[src/rtl/tx_packet_router.sv]
`default_nettype none
// +--------------------------------------------------------------------------+
// | tx_packet_router: steers fixed-size inband packets to per-channel RAMs   |
// | Rev 1.0                                                                  |
// +--------------------------------------------------------------------------+
module tx_packet_router #(
  parameter int NUM_CHAN  = 1,
  parameter int PKT_WORDS = 128,
  parameter int CMD_CHAN  = 31
) (
  input  logic                txclk,
  input  logic                reset,
  input  logic [31:0]         data_in,
  input  logic                data_valid,
  output logic [31:0]         ram_data,
  output logic [NUM_CHAN:0]   WR_channel,
  output logic [NUM_CHAN:0]   WR_done_channel,
  output logic [15:0]         drop_count,
  output logic                busy
);

  localparam int c_cw = $clog2(PKT_WORDS);
  localparam int c_tw = $clog2(NUM_CHAN + 1);
  localparam logic [c_cw-1:0]   c_last      = c_cw'(PKT_WORDS - 1);
  localparam logic [c_cw-1:0]   c_one       = c_cw'(1);
  localparam logic [5:0]        c_num_chan  = 6'(NUM_CHAN);
  localparam logic [4:0]        c_cmd_chan  = 5'(CMD_CHAN);
  localparam logic [c_tw-1:0]   c_cmd_index = c_tw'(NUM_CHAN);
  localparam logic [NUM_CHAN:0] c_oh_base   = (NUM_CHAN + 1)'(1);

  typedef enum logic [1:0] {
    S_IDLE  = 2'd0,
    S_ROUTE = 2'd1,
    S_DROP  = 2'd2,
    S_DONE  = 2'd3
  } state_t;

  state_t          r_state;
  logic [c_cw-1:0] r_count;
  logic [c_tw-1:0] r_target;

  logic [4:0]      w_chan;
  logic            w_is_cmd;
  logic            w_is_data;
  logic            w_hdr_ok;
  logic [c_tw-1:0] w_hdr_target;
  logic            w_last;

  assign w_chan    = data_in[20:16];
  assign w_is_cmd  = (w_chan == c_cmd_chan);
  assign w_is_data = ({1'b0, w_chan} < c_num_chan);
  assign w_hdr_ok  = w_is_cmd | w_is_data;
  assign w_last    = (r_count == c_last);

  always_comb begin
    w_hdr_target = c_tw'(w_chan);
    if (w_is_cmd)
      w_hdr_target = c_cmd_index;
  end

  assign busy = (r_state != S_IDLE);

  always_ff @(posedge txclk) begin
    if (reset) begin
      r_state         <= S_IDLE;
      r_count         <= '0;
      r_target        <= '0;
      ram_data        <= '0;
      WR_channel      <= '0;
      WR_done_channel <= '0;
      drop_count      <= '0;
    end else begin
      WR_channel      <= '0;
      WR_done_channel <= '0;
      ram_data        <= data_in;
      case (r_state)
        // DONE doubles as IDLE so a header arriving right after a packet is not lost
        S_IDLE, S_DONE: begin
          if (r_state == S_DONE)
            WR_done_channel <= c_oh_base << r_target;
          if (data_valid) begin
            r_count <= c_one;
            if (w_hdr_ok) begin
              r_state    <= S_ROUTE;
              r_target   <= w_hdr_target;
              WR_channel <= c_oh_base << w_hdr_target;
            end else begin
              r_state <= S_DROP;
            end
          end else begin
            r_state <= S_IDLE;
          end
        end
        S_ROUTE: begin
          if (data_valid) begin
            WR_channel <= c_oh_base << r_target;
            r_count    <= r_count + c_one;
            if (w_last)
              r_state <= S_DONE;
          end
        end
        S_DROP: begin
          if (data_valid) begin
            r_count <= r_count + c_one;
            if (w_last) begin
              r_state <= S_IDLE;
              if (drop_count != 16'hFFFF)
                drop_count <= drop_count + 16'd1;
            end
          end
        end
        default: r_state <= S_IDLE;
      endcase
    end
  end

endmodule
`default_nettype wire

[config.mk]
export PLATFORM = sky130hd
export DESIGN_NAME = tx_packet_router
export DESIGN_NICKNAME = d
export VERILOG_FILES = /design/src/rtl/tx_packet_router.sv
export SDC_FILE = /design/constraint.sdc
export NUM_CORES = 1
export LEC_CHECK = 0
export BUFFER_PORTS_ARGS = -buffer_cell sky130_fd_sc_hd__buf_2
export CORE_UTILIZATION = 48
export CTS_CLUSTER_DIAMETER = 40
export CTS_CLUSTER_SIZE = 24
export DETAILED_ROUTE_END_ITERATION = 7
export GPL_ROUTABILITY_DRIVEN = 0
export GPL_TIMING_DRIVEN = 0
export PLACE_DENSITY = 0.78
export SLEW_MARGIN = 20
export SYNTH_ARGS = -nofsm -noshare
export SYNTH_HDL_FRONTEND = slang
export SYNTH_SLANG_ARGS = --single-unit
[constraint.sdc]
create_clock -name txclk -period 2.1 [get_ports txclk]
set_input_delay 0.21 -clock txclk [delete_from_list [all_inputs] [get_ports txclk]]
set_output_delay 0.21 -clock txclk [all_outputs]
set_load 0.01 [all_outputs]
==> results of run 1 <==
kinds of logic after synthesis:
logic type	Yosys count	synth area share, %
fa+ha+maj	6	3.141
simple gates	107	27.80
xor+xnor	3	1.100
flops	62	51.94
compound gates	39	10.21
mux	5	2.251
buf+inv	17	3.560
where the power goes:
part	internal, mW	total [mW]	switching, mW
registers	1.23	1.27	0.0320
logic	0.145	0.332	0.187
clock network	0.708	1.18	0.475
total	2.09	2.78	0.694
worst register-to-register path: cells and delay by family (launching register included):
family	cells	cell delay [ns]
buffers and inverters	2	0.24
and+or+nand+nor	3	0.88
DFF	1	0.35
AOI/OAI and AO/OA	1	0.18
adders and majority gates	1	0.21
worst max path at each step:
stage | startpoint | to | cells past startpoint
3_3_place_gp | r_state[0] | drop_count[15] | 6
5_1_grt | r_state[0] | drop_count[6] | 7
6_report | r_state[0] | drop_count[6] | 7
4_1_cts | r_state[0] | drop_count[12] | 6
3_5_place_dp | r_state[0] | drop_count[15] | 6
2_1_floorplan | r_state[0] | drop_count[15] | 6
layer usage:
layer	track usage (%)	wire, microns	part of all wire (%)	vias to the layer above
met5	0	0	0	-
met4	11.76	86	1.7	0
met3	5.000	201	4.0	10
met2	33.02	2522	51	68
met1	24.50	2160	43	948
li1	-	-	-	1053
sequential cells by signal (all words and copies together) (netlist names):
| signal | flops |
|---|---|
| WR_channel | 2 |
| WR_done_channel | 2 |
| drop_count | 16 |
| r_count | 7 |
| r_state | 2 |
| r_target | 1 |
| ram_data | 32 |
area by class of cell:
| cell class | instances | area, sq um | area share [%] |
|---|---|---|---|
| Buffer | 11 | 62.56 | 1.982 |
| Clock buffer | 10 | 137.6 | 4.360 |
| Clock inverter | 6 | 92.59 | 2.933 |
| Inverter | 6 | 22.52 | 0.7134 |
| Multi-Input combinational cell | 160 | 1074 | 34.01 |
| Sequential cell | 62 | 1241 | 39.32 |
| Tap cell | 67 | 83.83 | 2.656 |
| Timing Repair Buffer | 88 | 442.9 | 14.03 |
what timing repair did:
item | 4_1_cts | 5_1_grt
hold buffers | 0 | 0
endpoints found under the setup margin | 1 | 3
gates resized for setup | 0 | 3
setup buffers | 1 | 0
pin swaps | 1 | 1
cell usage in the layout, fill, tap and decap left out, types with 7 or more instances in the layout:
master / n
a21oi_1: 16
buf_2: 89
clkbuf_8: 10
dfxtp_1: 62
nand2_1: 12
nand3_1: 7
nor2_1: 10
nor2b_1: 35
o21ai_0: 7
o31ai_1: 9
or4_1: 9
==> flow_summary.yaml, run 1 <==
status:
  status: "completed"
timing:
  slew_violations: 0
  hold_viol: 0
  setup-tns-final_ns: 0
  finalCritPeriodShare_pct: 93.21
  timing.final.crit_period_ns: 1.957
  rsz0062_at_grt: "false"
  finalWorstSetupSlack_ns: 0.1427
  slew_headroom_pct: 61.57
  tightestPinTransition_ns: 0.5746
  fin_hold_ws_ns: 0.07948
  skew_ns: 0.007729
  max_freq_mhz: 510.9
  finalSetupViolCount: 0
floorplan:
  fp.dieW_microns: 72.56
  core_area_sq_um: 4755
  initial_core_util_pct: 50.26
  die-height_microns: 72.56
  die_area_sq_um: 5265
  core.rowCount: 25
  pin_count: 88
power_and_ir_drop:
  power.leakage_nw: 1.370
  power_mw: 2.780
  vdd_drop_max_mv: 0.4857
  pwr_density_cell_nw_per_um2: 880.7
worst_setup_path:
  cp_top_family: "simple AND/OR/NAND/NOR gates"
  cp_data_arrival_time_ns: 2.21
  r2r_slack_ns: 0.14
  path_cells: "inv_1, ha_2, and4_2, nand2_2, buf_6, or4_1, a21oi_1"
  worstReg2RegEnd: "drop_count[6]"
  setup.worst_path.class: "register to register"
  cp_slowest_cell: "or4_1"
  cp.required_ns: 2.36
  endpoint_kind: "register"
  crit_fanout: 10
  crit_path_start_kind: "register"
  critPathBufInv: 2
  r2r.worst_path.cells: 7
  r2r-start: "r_state[0]"
  critPathMaxStageDelay_ns: 0.50
synth:
  synth_area_sq_um: 2390
  ys_seq_area_share_pct: 51.94
  postSynthAreaPerCell_sq_um: 9.999
  synth-edff-count: 0
  synth_top_area_share_pct: 51.94
  async_reset_ff_share_pct: 0
  synth_cell_type_count: 45
  ys_top_cells_by_count: "dfxtp_1 (62), nor2b_1 (35), a21oi_1 (16)"
  yosys_warnings: 0
  synth_fp_nets: 280
  synthFlopType: "dfxtp_1"
  ys_top_cells_by_area: "dfxtp_1 (52%), nor2b_1 (9.2%), a21oi_1 (3.4%)"
  synth_seq_cells: 62
  synth_area_leader_cell: "dfxtp_1"
  synth_cells: 239
  synth.most_common_cell: "dfxtp_1"
drt:
  wirelength_microns: 4971
  routed_via_density: 5.071
  wire_per_inst_microns: 12.12
  num_vias: 2079
  drt_pass1_iterations: 4
  drc: 0
  antenna_left: 0
  drt_iter0_drc: 71
clock_tree:
  clk_pin_slew_worst_paths_ns: 0.07
  clk_path_buf_depth: 2
  cts_buffers: 9
  cts_tree: "yes"
  clock-root-buffer: "clkbuf_8"
  clock_sinks: 62
  insertion_delay_ns: 0.34
  cts-htree-levels: 3
finish:
  num-fill-cells: 424
  fin_cells: 410
  drive_gt1_share_pct: 34.99
  fin_util_pct: 66.39
  fin_area_sq_um: 3157
  antenna_cells: 0
  final_nets: 379
  syn_to_final_growth_pct: 32.09
flow_run:
  cap_violations: 0
placement:
  placed_area_sq_um: 2909
  placedCellCount: 393
  io_buffers: 87
  post-place-ws_ns: -0.02721
  hpwl_microns: 3621
grt:
  antenna_found_initial: 0
  grt_max_degree: 13
  grt_overflow: 0
  grt_pass1_wl_microns: 8100
  track_usage_pct: 20.34
  grt_pass1_vias: 1818
min_path:
  min-delay-start: "data_in[9]"
  hold_depth: 2
  min_path_type: "primary input to register"
  min_to: "ram_data[9]"
Power figures use the tool's default switching activity.
==> run 2, diff against run 1 <==
--- a/config.mk
+++ b/config.mk
@@ -6,13 +6,15 @@
 export NUM_CORES = 1
 export LEC_CHECK = 0
 export BUFFER_PORTS_ARGS = -buffer_cell sky130_fd_sc_hd__buf_2
-export CORE_UTILIZATION = 48
+export CELL_PAD_IN_SITES_DETAIL_PLACEMENT = 1
+export CELL_PAD_IN_SITES_GLOBAL_PLACEMENT = 1
+export CORE_UTILIZATION = 36
 export CTS_CLUSTER_DIAMETER = 40
 export CTS_CLUSTER_SIZE = 24
 export DETAILED_ROUTE_END_ITERATION = 7
 export GPL_ROUTABILITY_DRIVEN = 0
 export GPL_TIMING_DRIVEN = 0
-export PLACE_DENSITY = 0.78
+export PLACE_DENSITY_LB_ADDON = 0.1
 export SLEW_MARGIN = 20
 export SYNTH_ARGS = -nofsm -noshare
 export SYNTH_HDL_FRONTEND = slang
==> flow_summary.yaml, run 2 (synthesis results as in run 1) <==
drt:
  routed_via_density: 5.038
  antenna_left: 0
  drt_iter0_drc: 34
  drc: 0
  num_vias: 2116
  wire_per_inst_microns: 14.20
  wl_met1_microns: 2737
  drt_pass1_iterations: 3
  wl_met3_microns: 245
  wl_met2_microns: 2871
  top_layer: "met4"
  wirelength_microns: 5965
clock_tree:
  cts-htree-levels: 3
  clock-root-buffer: "clkbuf_8"
  insertion_delay_ns: 0.35
  clk_path_buf_depth: 2
  clk_pin_slew_worst_paths_ns: 0.08
  cts_tree: "yes"
  cts_buffers: 9
  clock_sinks: 62
  hold_buffers: 0
finish:
  final_common_cell: "buf_2"
  final_cell_mix: "buf_2 (89), dfxtp_1 (62), nor2b_1 (35)"
  reg.largest.list: "ram_data x32, drop_count x16, r_count x7"
  final_nets: 379
  syn_to_final_growth_pct: 31.62
  num-fill-cells: 770
  regMostFlops: "ram_data"
  largest_register_ffs: 32
  antenna_cells: 0
  drive_gt1_share_pct: 35.28
power_and_ir_drop:
  power.leakage_nw: 1.368
  pwr_density_cell_nw_per_um2: 818.8
  vdd_drop_max_mv: 0.3788
  power_mw: 2.576
floorplan:
  die_area_sq_um: 6968
  fp.dieW_microns: 83.48
  initial_core_util_pct: 37.42
  core_area_sq_um: 6386
  core.rowCount: 29
  pin_count: 88
  die-height_microns: 83.48
worst_setup_path:
  cp-startpoint: "r_state[0]"
  endpoint_kind: "register"
  cp.required_ns: 2.37
  cp_top_family: "simple AND/OR/NAND/NOR gates"
  setup.worst_path.class: "register to register"
  crit_fanout: 8
  cp_slowest_cell: "or4_1"
  crit_path_start_kind: "register"
  path_cells: "inv_1, ha_2, and4_4, nand4_1, buf_4, or4_1, a21oi_1"
  critPathBufInv: 2
  cp_data_arrival_time_ns: 2.19
  critPathMaxStageDelay_ns: 0.40
  r2r-start: "r_state[0]"
placement:
  hpwl_microns: 4335
  io_buffers: 87
min_path:
  min_path_type: "primary input to register"
  min-delay-start: "data_in[23]"
timing:
  finalCritPeriodShare_pct: 91.20
  slew_violations: 0
  slew_headroom_pct: 55.49
  finalSetupViolCount: 0
  timing.final.crit_period_ns: 1.915
  skew_ns: 0.01102
  max_freq_mhz: 522.1
  rsz0062_at_grt: "false"
  fin_hold_ws_ns: 0.07021
  tightestPinTransition_ns: 0.6625
  hold_viol: 0
grt:
  grt_pass1_vias: 2100
  grt_max_degree: 14
  grt_overflow: 0
  track_usage_pct: 18.35
  antenna_found_initial: 0
  grt_pass1_wl_microns: 10080
status:
  status: "completed"
flow_run:
  cap_violations: 0
[run 2: changes by cell type in the layout (fill, tap and decap cells not counted), sizes merged]
cell	before	now
inv	8	9
clkinvlp	2	3
clkbuf	14	13
clkinv	0	1
bufinv	2	0
[run 2: per-layer routing]
metal	track usage [%]	vias up
met2	30.03	51
met1	23.41	997
met5	0	-
li1	-	1058
met4	7.858	0
met3	3.956	10
[run 2: final timing paths]
path                     to  slack (ns)  cells after the start
max           drop_count[9]        0.18                      7
min reg2reg  drop_count[13]        0.51                      2
min            ram_data[23]        0.07                      2
max reg2reg   drop_count[9]        0.18                      7
[run 2: final cells by class]
class	count	area [sq um]	area share [%]
tap	77	96.34	3.063
inverter	6	22.52	0.7160
buffer	11	62.56	1.989
sequential	62	1241	39.46
multi-input combinational	160	1099	34.92
clock inverter	7	57.56	1.830
clock buffer	9	123.9	3.938
timing repair buffer	88	442.9	14.08
[run 2: per-stage QoR]
step	util (%)	setup WS [ns]	cell area, sq um	std cells	TNS (ns)
final	49.26	0.1847	3146	420	0
after global routing	49.26	0.04235	3146	420	0
after CTS	48.80	0.02491	3117	420	0
after detailed placement	45.75	-0.1487	2922	403	-0.1487
after global placement	45.75	-0.08930	2922	403	-0.08930
after floorplan	-	0.2384	2390	239	0
[run 2: what timing repair did]
item                                    4_1_cts  5_1_grt
pin swaps                                     1        0
gates resized for setup                       1        6
buffers inserted                              1        0
hold endpoints to repair                      0        0
endpoints found under the setup margin        1        8
[run 2: power by group]
group	leakage, nW	internal [mW]	switching [mW]
logic	0.776	0.146	0.197
clock network	0.0829	0.441	0.528
registers	0.509	1.23	0.0298
total	1.37	1.82	0.755
